## src/rtl/dm_load_unit.sv

```systemverilog
// -----------------------------------------------------------------------------
// dm_load_unit
// Read side of the data memory. The unit takes the word that the DM returns for
// the M-stage address and produces the aligned, sign- or zero-extended load
// result for the W stage. The result is registered on the M->W boundary, so the
// unit has a latency of one cycle. The unit also detects load address errors
// (AdEL) and reports them to the exception path.
//
// Optional feature (macro DEV_RANGE_EN):
//   When DEV_RANGE_EN is defined, word loads (lw) are also legal in two device
//   windows: 0x7F00-0x7F0B and 0x7F10-0x7F1B. Any narrower load in those windows
//   faults. When the macro is undefined, every address >= DM_TOP faults.
//
// Parameters:
//   DM_TOP    first byte address past the DM; a load at or above it faults
//   EXC_ADEL  exception code reported for a load address error
//
// Ports:
//   clk        clock; all state updates on posedge
//   rst        synchronous reset, active high
//   stall      hold all output registers (W-stage freeze)
//   flush      insert a bubble; this wins over stall
//   ld_en      the M-stage instruction is a load
//   ldctr      000 lw, 001 lh, 010 lhu, 011 lb, 100 lbu, 101-111 reserved
//   memaddr    M-stage byte address
//   dm         word read from the DM at memaddr[13:2] in the same cycle
//   pc_m       M-stage PC
//   ld_data    aligned and extended load result
//   ld_valid   ld_data is to be written to the GRF in W
//   exc_valid  the load raised an address error
//   exc_code   EXC_ADEL when exc_valid is set, otherwise 0
//   exc_pc     PC of the faulting load, otherwise 0
//
// Flow control: there is no valid/ready pair. The upstream stage presents one
// candidate load on every cycle. At each posedge the register takes exactly one
// action, chosen by priority: rst, then flush, then stall (hold), then capture.
// The unit has no FSM.
// -----------------------------------------------------------------------------
module dm_load_unit #(
  parameter logic [31:0] DM_TOP   = 32'h0000_3000,
  parameter logic [4:0]  EXC_ADEL = 5'd4
) (
  input  logic        clk,
  input  logic        rst,
  input  logic        stall,
  input  logic        flush,
  input  logic        ld_en,
  input  logic [2:0]  ldctr,
  input  logic [31:0] memaddr,
  input  logic [31:0] dm,
  input  logic [31:0] pc_m,
  output logic [31:0] ld_data,
  output logic        ld_valid,
  output logic        exc_valid,
  output logic [4:0]  exc_code,
  output logic [31:0] exc_pc
);

  localparam logic [2:0] LD_LW  = 3'b000;
  localparam logic [2:0] LD_LH  = 3'b001;
  localparam logic [2:0] LD_LHU = 3'b010;
  localparam logic [2:0] LD_LB  = 3'b011;
  localparam logic [2:0] LD_LBU = 3'b100;

  logic [1:0]  offset;
  logic [7:0]  byte_sel;
  logic [15:0] half_sel;
  logic [31:0] ext_data;
  logic        is_word;
  logic        is_half;
  logic        reserved;
  logic        misaligned;
  logic        range_ok;
  logic        fault;

  logic [31:0] nxt_data;
  logic        nxt_valid;
  logic        nxt_exc;
  logic [4:0]  nxt_code;
  logic [31:0] nxt_pc;

`ifdef DEV_RANGE_EN
  logic in_dev;
  // Both window bounds are inclusive. The bounds are full 32-bit unsigned
  // compares, so an address cannot wrap around into a window.
  assign in_dev = ((memaddr >= 32'h0000_7F00) && (memaddr <= 32'h0000_7F0B)) ||
                  ((memaddr >= 32'h0000_7F10) && (memaddr <= 32'h0000_7F1B));
`endif

  always_comb begin
    offset   = memaddr[1:0];
    byte_sel = 8'h00;
    case (offset)
      2'd0:    byte_sel = dm[7:0];
      2'd1:    byte_sel = dm[15:8];
      2'd2:    byte_sel = dm[23:16];
      default: byte_sel = dm[31:24];
    endcase
    half_sel = offset[1] ? dm[31:16] : dm[15:0];

    is_word  = (ldctr == LD_LW);
    is_half  = (ldctr == LD_LH) || (ldctr == LD_LHU);
    reserved = (ldctr > LD_LBU);

    ext_data = 32'h0;
    case (ldctr)
      LD_LW:   ext_data = dm;
      LD_LH:   ext_data = {{16{half_sel[15]}}, half_sel};
      LD_LHU:  ext_data = {16'h0, half_sel};
      LD_LB:   ext_data = {{24{byte_sel[7]}}, byte_sel};
      LD_LBU:  ext_data = {24'h0, byte_sel};
      default: ext_data = 32'h0;
    endcase

    misaligned = (is_word && (offset != 2'd0)) || (is_half && offset[0]);

`ifdef DEV_RANGE_EN
    range_ok = (memaddr < DM_TOP) || (in_dev && is_word);
`else
    range_ok = (memaddr < DM_TOP);
`endif

    // A reserved encoding is treated as a non-load, so it never faults.
    fault = ld_en && !reserved && (misaligned || !range_ok);

    nxt_data  = 32'h0;
    nxt_valid = 1'b0;
    nxt_exc   = 1'b0;
    nxt_code  = 5'd0;
    nxt_pc    = 32'h0;
    if (fault) begin
      nxt_exc  = 1'b1;
      nxt_code = EXC_ADEL;
      nxt_pc   = pc_m;
    end else if (ld_en && !reserved) begin
      nxt_data  = ext_data;
      nxt_valid = 1'b1;
    end
  end

  always_ff @(posedge clk) begin
    if (rst || flush) begin
      ld_data   <= 32'h0;
      ld_valid  <= 1'b0;
      exc_valid <= 1'b0;
      exc_code  <= 5'd0;
      exc_pc    <= 32'h0;
    end else if (!stall) begin
      ld_data   <= nxt_data;
      ld_valid  <= nxt_valid;
      exc_valid <= nxt_exc;
      exc_code  <= nxt_code;
      exc_pc    <= nxt_pc;
    end
  end

endmodule

```

## config.mk

```make
export PLATFORM = sky130hd
export DESIGN_NAME = dm_load_unit
export DESIGN_NICKNAME = d
export VERILOG_FILES = /design/src/rtl/dm_load_unit.sv
export SDC_FILE = /design/constraint.sdc
export NUM_CORES = 1
export LEC_CHECK = 0
export BUFFER_PORTS_ARGS = -buffer_cell sky130_fd_sc_hd__clkbuf_2
export CORE_ASPECT_RATIO = 1.25
export CORE_MARGIN = 2
export CORE_UTILIZATION = 40
export CTS_BUF_LIST = sky130_fd_sc_hd__clkbuf_8
export DETAILED_ROUTE_END_ITERATION = 10
export PLACE_DENSITY = 0.87
export SYNTH_ARGS = -nofsm -noshare
export SYNTH_HDL_FRONTEND = slang
export SYNTH_SLANG_ARGS = --single-unit
```

## constraint.sdc

```tcl
create_clock -name clk -period 1.78 [get_ports clk]
set_input_delay 0.356 -clock clk [delete_from_list [all_inputs] [get_ports clk]]
set_output_delay 0.356 -clock clk [all_outputs]
set_load 0.01 [all_outputs]
```

==> results.json <==
{
  "final_common_cell": "clkbuf_2",
  "worstHoldPathType": "in2reg",
  "power_density_mw_per_mm2": 799.7,
  "clk_pin_slew_ns": 0.08,
  "placedCellCount": 552,
  "worstMarginPinSlew_ns": 1.226,
  "r2r_cells": 1,
  "routed_wl_um": 8696,
  "antenna_found_initial": 0,
  "r2r_end": "exc_pc[25]",
  "clk_root_buffer_cell": "clkbuf_8",
  "path_delay_family": "simple AND/OR/NAND/NOR gates",
  "gr-total-overflow": 0,
  "critical_path.max_stage_delay_ns": 0.95,
  "total_power_mw": 3.303,
  "syn_to_final_growth_pct": 39.17,
  "drtIter0Drc": 200,
  "place_area_mm2": 0.003910,
  "drc": 0,
  "dieHeight_um": 100.3,
  "track_usage_pct": 21.65,
  "arrival_ns": 1.87,
  "io_pins": 175,
  "endpoint_kind": "register",
  "syn_avg_cell_area_um2": 9.605,
  "required_ns": 2.06,
  "yosysSeqAreaShare_pct": 44.52,
  "drive_gt1_share_pct": 43.91,
  "irDropWorstVdd_uv": 428.3,
  "netlist_area_mm2": 0.002968,
  "min_period_ns": 1.593,
  "yosysUniqueCellTypes": 39,
  "cp.buffers_inverters": 2,
  "dieArea_mm2": 0.008129,
  "status": "completed",
  "maxCapViolCount": 0,
  "rrSetupSlack_ns": 1.15,
  "netlist_instances": 309,
  "ys_warn_count": 0,
  "whs_ns": 0.2302,
  "critical_path_peak_fanout": 16,
  "fmax_mhz": 627.6,
  "drt-pass1-iter-count": 5,
  "fin_area_mm2": 0.004130,
  "cts_hold_buffers": 0,
  "numCtsBuffers": 9,
  "cts_resized": 0,
  "grt_setup_unrepaired": "false",
  "fillers": 648,
  "hold_viol": 0,
  "cts_max_level": 3,
  "setup_violations": 0,
  "r2r_start": "exc_pc[25]",
  "clockBufferDepth": 2,
  "ys_seq_elements": 66,
  "num_rows": 35,
  "fp.dieW_um": 81.05,
  "via_count": 3099,
  "initial_core_util_pct": 40.83,
  "synth_edf_count": 0,
  "critical_path_class": "in2reg",
  "fin_nets": 575,
  "antenna_cells": 0,
  "ys.flop_type": "dfxtp_1",
  "fin_util_pct": 56.82,
  "ys_top_cells_by_area": "dfxtp_1, a22o_1, a22oi_1, mux4_2, o21ai_1",
  "clock_latency_ns": 0.33,
  "synthArstFlopShare_pct": 0,
  "cp-startpoint": "ldctr[0]",
  "final_max_slew_viol_count": 0,
  "crit_cells": 5,
  "crit_end": "ld_data[30]",
  "io_buffer_count": 160,
  "place.gp.congestion": 0.8750,
  "avgRoutedWirePerCell_um": 15.31,
  "dp_hpwl_um": 6654,
  "crit_path_start_kind": "input pin",
  "first_global_vias": 3022,
  "most-common-layout-cells": "clkbuf_2, dfxtp_1, nand2_1, a22o_1, o21ai_1",
  "grt_max_degree": 67,
  "synth_top_cell_by_area": "dfxtp_1",
  "netlist.area_leader.share_pct": 44.52,
  "relSlewSlack_pct": 18.07,
  "postCtsSetupRepairBufs": 0,
  "final_antenna_net_count": 0,
  "layout.cells.non_filler": 568,
  "fp.coreArea_mm2": 0.007269,
  "cts_sinks": 66,
  "p_leak_nw": 1.920,
  "crit_slowest_cell": "nor2b_1",
  "critical_path.cell_chain": "clkbuf_2, buf_4, nor2b_1, a22oi_1, o21ai_1",
  "skew_ns": 0,
  "cts_tree": "built",
  "timing.final.crit_share_pct": 89.51,
  "grt_pass1_wl_um": 13790,
  "viasPerCell": 5.456
}
[routing by layer]
metal / track usage (%) / vias to the layer above / share of wire (%)
met1: 24.48 / 1417 / 38
li1: - / 1479 / -
met3: 5.306 / 26 / 9.2
met2: 36.62 / 177 / 49
met5: 0 / - / 0
met4: 12.39 / 0 / 3.6
[report_power, final]
group | internal [mW] | total, mW | switching [mW]
sequential | 1.49 | 1.49 | 0.00597
clock | 0.785 | 1.37 | 0.587
combinational | 0.217 | 0.437 | 0.221
[cell families (layout without fill, tap and decap cells)]
family / after synthesis / in the layout / share of synthesized area (%)
flip-flops: 66 / 66 / 44.52
XOR/XNOR: 1 / 1 / 0.2952
AND/OR/NAND/NOR: 65 / 65 / 10.79
other: 1 / 4 / 0.1264
buffers and inverters: 39 / 203 / 6.872
AO/OA/AOI/OAI: 125 / 125 / 30.40
multiplexers: 12 / 12 / 6.998
[worst min-delay path by stage]
stage | start | endpoint | cells after the start
3_5_place_dp | ld_data[7] | ld_data[7] | 2
6_report | pc_m[27] | exc_pc[27] | 2
3_3_place_gp | ld_data[26] | ld_data[26] | 2
4_1_cts | pc_m[27] | exc_pc[27] | 2
2_1_floorplan | ld_valid | ld_valid | 2
5_1_grt | pc_m[29] | exc_pc[29] | 2
[synth_stat cells, types with 2 or more instances]
library cell  count
nand2_1          36
clkbuf_1         14
and3_1            3
nor2b_1           8
dfxtp_1          66
o22ai_1           7
buf_2             7
a22oi_1          25
nand4_1           2
nor4_1            4
a211oi_1          3
o21ai_0          12
o21ai_1          28
mux2i_1           5
a221oi_1          7
a21oi_1           3
buf_6             4
buf_4             5
inv_1             7
nor3b_1           2
a22o_1           33
a21o_1            2
mux4_2            7
buf_1             2
nor2_1            3
[stage by stage]
stage	setup TNS [ns]	setup slack (ns)
2_1_floorplan	0	0.06049
3_3_place_gp	-3.988	-0.1642
3_5_place_dp	-6.747	-0.2694
4_1_cts	0	0.09756
5_1_grt	0	0.06591
6_report	0	0.1867
[registers in the layout, summed over array words and instances, names as in the netlist]
signal,cells
exc_pc,32
exc_code,1
ld_valid,1
ld_data,32
[final cells by class]
cell class | instances | area, um2 | area share (%)
clock buffers | 9 | 123.9 | 2.999
clock inverters | 7 | 93.84 | 2.272
inverters | 7 | 26.28 | 0.6362
multi-input cells | 207 | 1461 | 35.38
flip-flops and latches | 66 | 1321 | 31.99
well taps | 92 | 115.1 | 2.787
repair buffers | 180 | 988.4 | 23.93
No activity file was read; power rests on OpenSTA's default activity.
